===== src/rtl/phy_mgmt_pkg.sv =====
// Shared constants and state types for the PHY management sequencer and its
// MDIO transaction engine.
package phy_mgmt_pkg;

  localparam logic [4:0] REG_BMCR   = 5'd0;
  localparam logic [4:0] REG_BMSR   = 5'd1;
  localparam logic [4:0] REG_ANAR   = 5'd4;
  localparam logic [4:0] REG_ANLPAR = 5'd5;

  localparam logic [15:0] BMCR_SOFT_RST   = 16'h8000;
  localparam logic [15:0] BMCR_AN_RESTART = 16'h1200;

  localparam logic OP_WRITE = 1'b1;
  localparam logic OP_READ  = 1'b0;

  typedef enum logic [3:0] {
    S_IDLE,
    S_WR_RST,
    S_POLL_RST,
    S_WR_ANAR,
    S_WR_BMCR,
    S_WAIT_POLL,
    S_RD_BMSR,
    S_RD_ANLPAR,
    S_ERROR
  } main_state_e;

  typedef enum logic [1:0] {
    X_IDLE,
    X_WAIT_FREE,
    X_START,
    X_WAIT_DONE
  } xact_state_e;

  // Controller command word: {phy address, register address, op}.
  function automatic logic [10:0] pack_addr_mode(input logic [4:0] phy,
                                                 input logic [4:0] reg_addr,
                                                 input logic       op);
    return {phy, reg_addr, op};
  endfunction

  function automatic logic is_xact_state(input main_state_e s);
    return s inside {S_WR_RST, S_POLL_RST, S_WR_ANAR, S_WR_BMCR, S_RD_BMSR, S_RD_ANLPAR};
  endfunction

endpackage


===== src/rtl/phy_mgmt_sequencer_xact.sv =====
// MDIO transaction engine: one register transaction at a time against the
// controller's start/busy handshake, with a per-wait-state timeout.
module mdio_xact
  import phy_mgmt_pkg::*;
#(
  parameter int BUSY_TIMEOUT = 2048
) (
  input  logic        clk,
  input  logic        rst_n,
  input  logic        req_i,
  input  logic [10:0] addr_mode_i,
  input  logic [15:0] wdata_i,
  output logic        mdio_start_o,
  output logic [10:0] mdio_addr_mode_o,
  output logic [15:0] mdio_data_o,
  input  logic [15:0] mdio_data_i,
  input  logic        mdio_busy_i,
  output logic        done_o,
  output logic        timeout_o,
  output logic [15:0] rdata_o
);

  localparam int TW = $clog2(BUSY_TIMEOUT + 1);

  xact_state_e   state_q, state_d;
  logic [TW-1:0] tmo_cnt_q, tmo_cnt_d;
  logic [10:0]   addr_mode_q, addr_mode_d;
  logic [15:0]   wdata_q, wdata_d;
  logic [15:0]   rdata_q, rdata_d;
  logic          done_q, done_d;
  logic          timeout_q, timeout_d;
  logic          tmo_hit;

  assign tmo_hit = (tmo_cnt_q == TW'(BUSY_TIMEOUT - 1));

  // NOTE: every signal assigned in this block gets a default first, so no
  // path leaves it unassigned and no latch is inferred.
  always_comb begin
    state_d     = state_q;
    tmo_cnt_d   = tmo_cnt_q + 1'b1;
    addr_mode_d = addr_mode_q;
    wdata_d     = wdata_q;
    rdata_d     = rdata_q;
    done_d      = 1'b0;
    timeout_d   = 1'b0;

    unique case (state_q)
      X_IDLE: begin
        if (req_i) begin
          addr_mode_d = addr_mode_i;
          wdata_d     = wdata_i;
          state_d     = X_WAIT_FREE;
        end
      end
      X_WAIT_FREE: begin
        if (!mdio_busy_i) begin
          state_d = X_START;
        end else if (tmo_hit) begin
          timeout_d = 1'b1;
          state_d   = X_IDLE;
        end
      end
      X_START: begin
        if (mdio_busy_i) begin
          state_d = X_WAIT_DONE;
        end else if (tmo_hit) begin
          timeout_d = 1'b1;
          state_d   = X_IDLE;
        end
      end
      X_WAIT_DONE: begin
        if (!mdio_busy_i) begin
          if (addr_mode_q[0] == OP_READ) rdata_d = mdio_data_i;
          done_d  = 1'b1;
          state_d = X_IDLE;
        end else if (tmo_hit) begin
          timeout_d = 1'b1;
          state_d   = X_IDLE;
        end
      end
      default: state_d = X_IDLE;
    endcase

    // The timeout measures time spent in the current state only.
    if (state_d != state_q || state_q == X_IDLE) tmo_cnt_d = '0;
  end

  // NOTE: sequential state uses non-blocking assignments so every flop
  // samples the pre-edge value of its neighbours.
  always_ff @(posedge clk or negedge rst_n) begin
    if (!rst_n) begin
      state_q     <= X_IDLE;
      tmo_cnt_q   <= '0;
      addr_mode_q <= '0;
      wdata_q     <= '0;
      rdata_q     <= '0;
      done_q      <= 1'b0;
      timeout_q   <= 1'b0;
    end else begin
      state_q     <= state_d;
      tmo_cnt_q   <= tmo_cnt_d;
      addr_mode_q <= addr_mode_d;
      wdata_q     <= wdata_d;
      rdata_q     <= rdata_d;
      done_q      <= done_d;
      timeout_q   <= timeout_d;
    end
  end

  assign mdio_start_o     = (state_q == X_START);
  assign mdio_addr_mode_o = addr_mode_q;
  assign mdio_data_o      = wdata_q;
  assign done_o           = done_q;
  assign timeout_o        = timeout_q;
  assign rdata_o          = rdata_q;

endmodule


===== src/rtl/phy_mgmt_sequencer.sv =====
// PHY bring-up and link-status poller; issues register transactions through
// mdio_xact and publishes link_up/speed/duplex to the MAC.
module phy_mgmt_sequencer
  import phy_mgmt_pkg::*;
#(
  parameter logic [4:0]  PHY_ADDR      = 5'b01101,
  parameter logic [15:0] ANAR_VALUE    = 16'h01E1,
  parameter int          POLL_INTERVAL = 25_000_000,
  parameter int          RST_POLL_MAX  = 16,
  parameter int          BUSY_TIMEOUT  = 2048
) (
  input  logic        clk,
  input  logic        rst_n,
  input  logic        enable_i,
  input  logic        restart_i,
  output logic        mdio_start_o,
  output logic [10:0] mdio_addr_mode_o,
  output logic [15:0] mdio_data_o,
  input  logic [15:0] mdio_data_i,
  input  logic        mdio_busy_i,
  output logic        init_done_o,
  output logic        link_up_o,
  output logic        speed_100_o,
  output logic        full_duplex_o,
  output logic        error_o
);

  localparam int         PW        = $clog2(POLL_INTERVAL + 1);
  localparam int         RW        = $clog2(RST_POLL_MAX + 1);
  localparam logic [2:0] ANAR_ABIL = ANAR_VALUE[8:6];

  main_state_e   state_q, state_d;
  logic          req_sent_q, req_sent_d;
  logic [RW-1:0] rst_cnt_q, rst_cnt_d;
  logic [PW-1:0] poll_cnt_q, poll_cnt_d;
  logic          restart_pend_q, restart_pend_d;
  logic          init_done_q, init_done_d;
  logic          link_up_q, link_up_d;
  logic          speed_q, speed_d;
  logic          duplex_q, duplex_d;
  logic          error_q, error_d;

  logic          xact_req, xact_done, xact_timeout;
  logic [15:0]   xact_rdata;
  logic [4:0]    txn_reg;
  logic          txn_op;
  logic [15:0]   txn_wdata;
  logic [2:0]    ability;
  logic          go_idle, go_restart, go_error;
  logic          rdata_unused;

  assign ability      = xact_rdata[8:6] & ANAR_ABIL;
  assign rdata_unused = ^{xact_rdata[14:9], xact_rdata[5:3], xact_rdata[1:0]};

  // A new transaction is only launched when nothing is in flight and no
  // pending enable-drop or restart would abandon it.
  assign xact_req = is_xact_state(state_q) && !req_sent_q && enable_i && !restart_pend_q;

  always_comb begin
    txn_reg   = REG_BMCR;
    txn_op    = OP_READ;
    txn_wdata = '0;
    unique case (state_q)
      S_WR_RST:    begin txn_op = OP_WRITE; txn_wdata = BMCR_SOFT_RST; end
      S_POLL_RST:  txn_reg = REG_BMCR;
      S_WR_ANAR:   begin txn_reg = REG_ANAR; txn_op = OP_WRITE; txn_wdata = ANAR_VALUE; end
      S_WR_BMCR:   begin txn_op = OP_WRITE; txn_wdata = BMCR_AN_RESTART; end
      S_RD_BMSR:   txn_reg = REG_BMSR;
      S_RD_ANLPAR: txn_reg = REG_ANLPAR;
      default:     txn_reg = REG_BMCR;
    endcase
  end

  mdio_xact #(
    .BUSY_TIMEOUT(BUSY_TIMEOUT)
  ) u_xact (
    .clk              (clk),
    .rst_n            (rst_n),
    .req_i            (xact_req),
    .addr_mode_i      (pack_addr_mode(PHY_ADDR, txn_reg, txn_op)),
    .wdata_i          (txn_wdata),
    .mdio_start_o     (mdio_start_o),
    .mdio_addr_mode_o (mdio_addr_mode_o),
    .mdio_data_o      (mdio_data_o),
    .mdio_data_i      (mdio_data_i),
    .mdio_busy_i      (mdio_busy_i),
    .done_o           (xact_done),
    .timeout_o        (xact_timeout),
    .rdata_o          (xact_rdata)
  );

  always_comb begin
    state_d        = state_q;
    req_sent_d     = req_sent_q;
    rst_cnt_d      = rst_cnt_q;
    poll_cnt_d     = poll_cnt_q;
    init_done_d    = init_done_q;
    link_up_d      = link_up_q;
    speed_d        = speed_q;
    duplex_d       = duplex_q;
    error_d        = error_q;
    restart_pend_d = (state_q != S_IDLE) && (state_q != S_ERROR) && (restart_pend_q || restart_i);
    go_idle        = 1'b0;
    go_restart     = 1'b0;
    go_error       = 1'b0;

    if (xact_req) req_sent_d = 1'b1;
    if (xact_done || xact_timeout) req_sent_d = 1'b0;

    unique case (state_q)
      S_IDLE: begin
        if (enable_i) begin
          state_d   = S_WR_RST;
          rst_cnt_d = '0;
        end
      end
      S_ERROR: begin
        if (!enable_i) go_idle = 1'b1;
      end
      S_WAIT_POLL: begin
        if (!enable_i) begin
          go_idle = 1'b1;
        end else if (restart_pend_q) begin
          go_restart = 1'b1;
        end else if (poll_cnt_q == PW'(POLL_INTERVAL - 1)) begin
          state_d    = S_RD_BMSR;
          poll_cnt_d = '0;
        end else begin
          poll_cnt_d = poll_cnt_q + 1'b1;
        end
      end
      default: begin
        // Transaction states: decisions are taken only at a transaction
        // boundary, i.e. on completion or before the request goes out.
        if (xact_timeout) begin
          go_error = 1'b1;
        end else if (xact_done || !req_sent_q) begin
          if (!enable_i) begin
            go_idle = 1'b1;
          end else if (restart_pend_q) begin
            go_restart = 1'b1;
          end else if (xact_done) begin
            unique case (state_q)
              S_WR_RST: begin
                state_d   = S_POLL_RST;
                rst_cnt_d = '0;
              end
              S_POLL_RST: begin
                if (!xact_rdata[15])                           state_d   = S_WR_ANAR;
                else if (rst_cnt_q == RW'(RST_POLL_MAX - 1))   go_error  = 1'b1;
                else                                           rst_cnt_d = rst_cnt_q + 1'b1;
              end
              S_WR_ANAR: state_d = S_WR_BMCR;
              S_WR_BMCR: begin
                init_done_d = 1'b1;
                poll_cnt_d  = '0;
                state_d     = S_WAIT_POLL;
              end
              S_RD_BMSR: begin
                link_up_d = xact_rdata[2];
                if (xact_rdata[2]) begin
                  state_d = S_RD_ANLPAR;
                end else begin
                  speed_d    = 1'b0;
                  duplex_d   = 1'b0;
                  poll_cnt_d = '0;
                  state_d    = S_WAIT_POLL;
                end
              end
              S_RD_ANLPAR: begin
                // Highest common ability wins: 100FD, 100HD, 10FD, else 10HD.
                speed_d    = ability[2] | ability[1];
                duplex_d   = ability[2] | (!ability[1] & ability[0]);
                poll_cnt_d = '0;
                state_d    = S_WAIT_POLL;
              end
              default: state_d = S_IDLE;
            endcase
          end
        end
      end
    endcase

    if (go_error) begin
      state_d        = S_ERROR;
      error_d        = 1'b1;
      init_done_d    = 1'b0;
      link_up_d      = 1'b0;
      speed_d        = 1'b0;
      duplex_d       = 1'b0;
      restart_pend_d = 1'b0;
    end
    if (go_idle) begin
      state_d        = S_IDLE;
      error_d        = 1'b0;
      init_done_d    = 1'b0;
      link_up_d      = 1'b0;
      speed_d        = 1'b0;
      duplex_d       = 1'b0;
      restart_pend_d = 1'b0;
    end
    if (go_restart) begin
      state_d        = S_WR_RST;
      init_done_d    = 1'b0;
      rst_cnt_d      = '0;
      restart_pend_d = 1'b0;
    end
  end

  always_ff @(posedge clk or negedge rst_n) begin
    if (!rst_n) begin
      state_q        <= S_IDLE;
      req_sent_q     <= 1'b0;
      rst_cnt_q      <= '0;
      poll_cnt_q     <= '0;
      restart_pend_q <= 1'b0;
      init_done_q    <= 1'b0;
      link_up_q      <= 1'b0;
      speed_q        <= 1'b0;
      duplex_q       <= 1'b0;
      error_q        <= 1'b0;
    end else begin
      state_q        <= state_d;
      req_sent_q     <= req_sent_d;
      rst_cnt_q      <= rst_cnt_d;
      poll_cnt_q     <= poll_cnt_d;
      restart_pend_q <= restart_pend_d;
      init_done_q    <= init_done_d;
      link_up_q      <= link_up_d;
      speed_q        <= speed_d;
      duplex_q       <= duplex_d;
      error_q        <= error_d;
    end
  end

  assign init_done_o   = init_done_q;
  assign link_up_o     = link_up_q;
  assign speed_100_o   = speed_q;
  assign full_duplex_o = duplex_q;
  assign error_o       = error_q;

endmodule


===== config.mk =====
export PLATFORM = sky130hd
export DESIGN_NAME = phy_mgmt_sequencer
export DESIGN_NICKNAME = d
export VERILOG_FILES = /design/src/rtl/phy_mgmt_pkg.sv /design/src/rtl/phy_mgmt_sequencer_xact.sv /design/src/rtl/phy_mgmt_sequencer.sv
export SDC_FILE = /design/constraint.sdc
export NUM_CORES = 1
export LEC_CHECK = 0
export ABC_AREA = 1
export CORE_MARGIN = 2
export CORE_UTILIZATION = 55
export CTS_CLUSTER_DIAMETER = 50
export DETAILED_ROUTE_END_ITERATION = 8
export PLACE_DENSITY = 0.89
export SYNTH_ARGS = -nofsm -noshare
export SYNTH_HDL_FRONTEND = slang
export SYNTH_HIERARCHICAL = 1
export SYNTH_SLANG_ARGS = --single-unit

===== constraint.sdc =====
create_clock -name clk -period 2.7 [get_ports clk]
set_input_delay 0.54 -clock clk [delete_from_list [all_inputs] [get_ports clk]]
set_output_delay 0.54 -clock clk [all_outputs]
set_load 0.01 [all_outputs]

=== After elaboration in Yosys (flattened, before gate mapping) ===
Index checks and enable logic that the tools add are counted.

* Output and inout port bits: 33
* Register bits: 96
* Logic and storage cells: 237
* Bits of input ports: 21

* Reduce and logical (&&, ||, !) cells: 51
* Mux-type cells: 117
* Bitwise logic cells: 6
* Add/subtract/negate cells: 3
* Equal/unequal tests: 43

{| class="wikitable"
|+ Operators with widths
! cell !! number
|-
| two-way mux 25 bit || 9
|-
| case mux 25 bit (2 select lines) || 2
|-
| two-way mux 1 bit || 65
|-
| two-way mux 4 bit || 13
|-
| case mux 16 bit (3 select lines) || 1
|-
| two-way mux 5 bit || 9
|-
| nonzero test 4 bit || 7
|-
| adder 25 x 1 -> 25 bit, second input constant || 1
|-
| == test 25 bit, second input constant || 1
|-
| nonzero test 3 bit || 8
|-
| inequality test 5 bit, second input constant || 4
|-
| case mux 4 bit (5 select lines) || 1
|-
| case mux 5 bit (2 select lines) || 2
|-
| AND reduction 10 bit || 2
|-
| nonzero test 6 bit || 3
|-
| == test 4 x 3 -> 1 bit, second input constant || 4
|-
| inequality test 4 bit, second input constant || 4
|-
| AND reduction 7 bit || 2
|-
| adder 12 x 1 -> 12 bit, second input constant || 1
|-
| == test 12 x 11 -> 1 bit, second input constant || 1
|-
| two-way mux 12 bit || 1
|-
| two-way mux 2 bit || 6
|-
| inequality test 3 bit, second input constant || 4
|-
| case mux 4 bit (3 select lines) || 1
|-
| 36 further kinds || 68
|}

=== Depth between registers and ports, before layout ===
* Depth in word-level cells: 13
* Gate-level depth with buffers: 15

=== By module ===
Netlist, hierarchy kept.

{| class="wikitable"
|+ Modules (own cells, without submodules)
! module !! times used !! cells an instance !! area each (µm²) !! seq. area each (µm²)
|-
| phy_mgmt_sequencer || 1 || 426 || 2872.8 || 1026.0
|-
| mdio_xact || 1 || 182 || 2507.4 || 1476.4
|}

=== Worst setup path after synthesis ===
No wires, ideal clock.

* Path kind: reg-to-reg
* Start point: reg, netlist name state_q[3]
* End point: reg u_xact.addr_mode_q[1] (netlist: u_xact/mdio_addr_mode_o[1])
* Setup time: 0.125 ns
* Stages on the path, launching flop included: 10
* Setup slack: 0.922 ns
* Arrival time: 1.653 ns
* Cell sequence: dfrtp_1 > nor2_2 > inv_2 > o22ai_1 > nand2_1 > nor2_1 > nand2_1 > buf_6 > buf_6 > mux2_4

{| class="wikitable"
|+ RTL lines
! item !! RTL line !! text
|-
| end signal: assignment || phy_mgmt_sequencer_xact.sv:102 || <nowiki>addr_mode_q <= addr_mode_d;</nowiki>
|-
| end: declaration || phy_mgmt_sequencer_xact.sv:27 || <nowiki>logic [10:0] addr_mode_q, addr_mode_d;</nowiki>
|}

=== Final worst setup path ===
* Start point: reg u_xact.state_q[1]
* End point: out mdio_start_o

* Word-level cells in the longest chain between the ends: 1

{| class="wikitable"
|+ Ends and longest elaborated chain
! item !! RTL line !! text
|-
| start: declaration || phy_mgmt_sequencer_xact.sv:25 || <nowiki>xact_state_e state_q, state_d;</nowiki>
|-
| start signal: assignment || phy_mgmt_sequencer_xact.sv:100 || <nowiki>state_q <= state_d;</nowiki>
|-
| == test 2 bit || phy_mgmt_sequencer_xact.sv:110 || <nowiki>assign mdio_start_o = (state_q == X_START);</nowiki>
|-
| end: declaration || phy_mgmt_sequencer.sv:16 || <nowiki>output logic mdio_start_o,</nowiki>
|}

No other way between the ends.

==> qor.log <==
INFO  flow_run       max_cap_viol_count=0
INFO  detailed_routing num_vias=4124
INFO  detailed_routing drc_violations_left=0
INFO  detailed_routing dr_wl_met2=5360um
INFO  outcome        run_status=completed
INFO  global_route   grt_max_degree=53
INFO  detailed_routing routed_via_density=5.41
INFO  synthesis      mappedNetlistArea=4950um2
INFO  timing         min_clock_period_post_route=2070ps
INFO  setup_path     critical_path.reg2reg.startpoint=poll_cnt_q[0]$_DFFE_PN0P_
INFO  floorplan      fp-row-count=34
INFO  power          power.leakage=2.76nW
INFO  global_route   first_pass_grt_wire_length=18500um
INFO  timing         max_clock_freq=483MHz
INFO  timing         finalSetupViolCount=0
INFO  detailed_routing initialDrtViolationCount=229
INFO  setup_path     regToRegEndpoint=poll_cnt_q[20]$_DFFE_PN0P_
INFO  floorplan      floorplan.die_area=9780um2
INFO  timing         final_max_slew_viol_count=0
INFO  clock_tree     post-cts-setup-buffers=0
INFO  setup_path     ff2ff_path_depth=10
INFO  layout         layout-area-overhead-vs-synth=16.1%
INFO  power          power_density=874nW/um2
INFO  global_route   grt_overflow=0
INFO  timing         grt_setup_unrepaired=no
INFO  place          gp_routability_congestion=0.920
INFO  setup_path     kind_of_start_point_of_the_critical_path=flip-flop
INFO  detailed_routing postRouteWirelength=10700um
INFO  power          total_power=5.03mW
INFO  setup_path     worstPathMaxFanout=3
INFO  clock_tree     cts.hold.buffers_added=0
INFO  floorplan      design.portCount=54
INFO  synthesis      synthesis.instances=586
INFO  synthesis      synth.yosys.warnings=6
INFO  clock_tree     htree_num_levels=3
INFO  detailed_routing highest-signal-layer=met4
INFO  detailed_routing route.layer.met1.wl=4730um
INFO  clock_tree     post_cts_resize_count=0
INFO  place          place_area=5550um2
INFO  clock_tree     cts_inserted_buffers=9
INFO  setup_path     cp-end-kind=output port
INFO  global_route   global_route.usage.total=0.230
INFO  timing         final_min_period_over_clock_period=0.767
INFO  power          vdd.ir_drop.worst=0.705mV
INFO  layout         most-common-layout-cells=123 x sky130_fd_sc_hd__nand2_1, 92 x sky130_fd_sc_hd__nor2_1, 89 x sky130_fd_sc_hd__dfrtp_1
INFO  timing         fin_hold_ws=117ps
INFO  global_route   grt_pass1_vias=4083
INFO  setup_path     criticalPathCategory=flip-flop to output port
INFO  setup_path     timing.critical_path.arrival=1530ps
INFO  detailed_routing met3WireLength=515um
INFO  floorplan      die_h=98.9um
INFO  floorplan      die-width=98.9um
INFO  setup_path     timing.reg2reg.setup_slack=670ps
INFO  layout         design_area=5750um2
INFO  timing         finalSetupTns=0ps
INFO  detailed_routing first_pass_iters=4
INFO  detailed_routing final_antenna_net_count=0
INFO  layout         filler_cell_count=694
INFO  floorplan      initial_utilization=0.568
INFO  timing         tightest_slew=634ps
INFO  place          detailedPlacementHpwl=8020um
INFO  setup_path     required=2160ps
INFO  timing         report.final.hold_viol_count=0
INFO  layout         diodes=0
INFO  worst_hold_path min_path_type=input pin to async pin
INFO  clock_tree     worst_skew_pair.late_latency=360ps
INFO  timing         timing.final.ws_setup=629ps
INFO  layout         drive_gt1_frac=0.147
INFO  clock_tree     tritoncts=done
INFO  timing         relSlewSlack=0.574
INFO  floorplan      core_area=8720um2
INFO  clock_tree     clkSlewWorstSetupHoldPaths=100ps
INFO  layout         most_common_cell_after_layout_fill_and_taps_aside=sky130_fd_sc_hd__nand2_1
INFO  place          pre_cts_slack=308ps
INFO  clock_tree     cts_max_path_buffers=2
INFO  timing         worst_clock_skew=10.2ps
INFO  place          buffer_ports.inserted=42
INFO  synthesis      synth_area_per_cell=8.46um2
INFO  layout         finish.net_count=674
INFO  global_route   number_of_antenna_violations_at_the_first_check_in_global_routing=0
INFO  clock_tree     clock_tree.root_cell=sky130_fd_sc_hd__clkbuf_8
INFO  detailed_routing mean_routed_wirelength_per_cell=14.1um
INFO  clock_tree     tritoncts_sink_count=89
[metrics by stage]
stage                      util  instances
after global routing      0.660        762
final                     0.660        762
after CTS                 0.660        762
after global placement    0.636        746
after detailed placement  0.636        746
after floorplan               -        600
[report_power, final]
group	total [mW]	internal [mW]	switching (mW)
registers	2.01	1.70	0.306
clock network	0.963	0.442	0.521
logic	2.06	0.947	1.11
[sequential cells by signal (all words and copies together), names as in the netlist, 2 cells and up]
register	flops
u_xact/state_q	2
u_xact/rdata_o	5
u_xact/tmo_cnt_q	12
state_q	4
u_xact/mdio_data_o	16
rst_cnt_q	5
u_xact/mdio_addr_mode_o	11
poll_cnt_q	25
[cell type report]
| class | instances | area (um2) | share of cell area |
|---|---|---|---|
| clock buffer | 10 | 128 | 0.0222 |
| clock inverter | 6 | 75.1 | 0.0130 |
| inverter | 60 | 228 | 0.0396 |
| sequential | 89 | 2230 | 0.387 |
| timing repair buffer | 50 | 503 | 0.0874 |
| tap | 108 | 135 | 0.0235 |
| multi-input combinational | 439 | 2460 | 0.427 |
[layer usage]
metal / vias up / track usage
met5: - / 0
met1: 1976 / 0.297
met2: 126 / 0.397
met4: 0 / 0.0611
li1: 2009 / -
met3: 13 / 0.0433
[critical path, stage by stage, from the launching register on]
cell	delay [ps]
sky130_fd_sc_hd__dfrtp_1	400
sky130_fd_sc_hd__inv_2	70
sky130_fd_sc_hd__nor2_1	130
sky130_fd_sc_hd__clkdlybuf4s50_1	570
[worst max path at each step]
stage / start / slack (ps) / depth (start not counted) / end
2_1_floorplan: state_q[3]$_DFFE_PN0P_ / 920 / 9 / u_xact/mdio_addr_mode_o[1]$_DFFE_PN0P_
3_3_place_gp: enable_i / 340 / 8 / u_xact/mdio_data_o[2]$_DFFE_PN0P_
3_5_place_dp: enable_i / 310 / 8 / u_xact/mdio_addr_mode_o[1]$_DFFE_PN0P_
4_1_cts: u_xact/state_q[1]$_DFF_PN0_ / 600 / 3 / mdio_start_o
5_1_grt: poll_cnt_q[0]$_DFFE_PN0P_ / 440 / 10 / poll_cnt_q[20]$_DFFE_PN0P_
6_report: u_xact/state_q[1]$_DFF_PN0_ / 630 / 3 / mdio_start_o
Power figures use the tool's default switching activity.
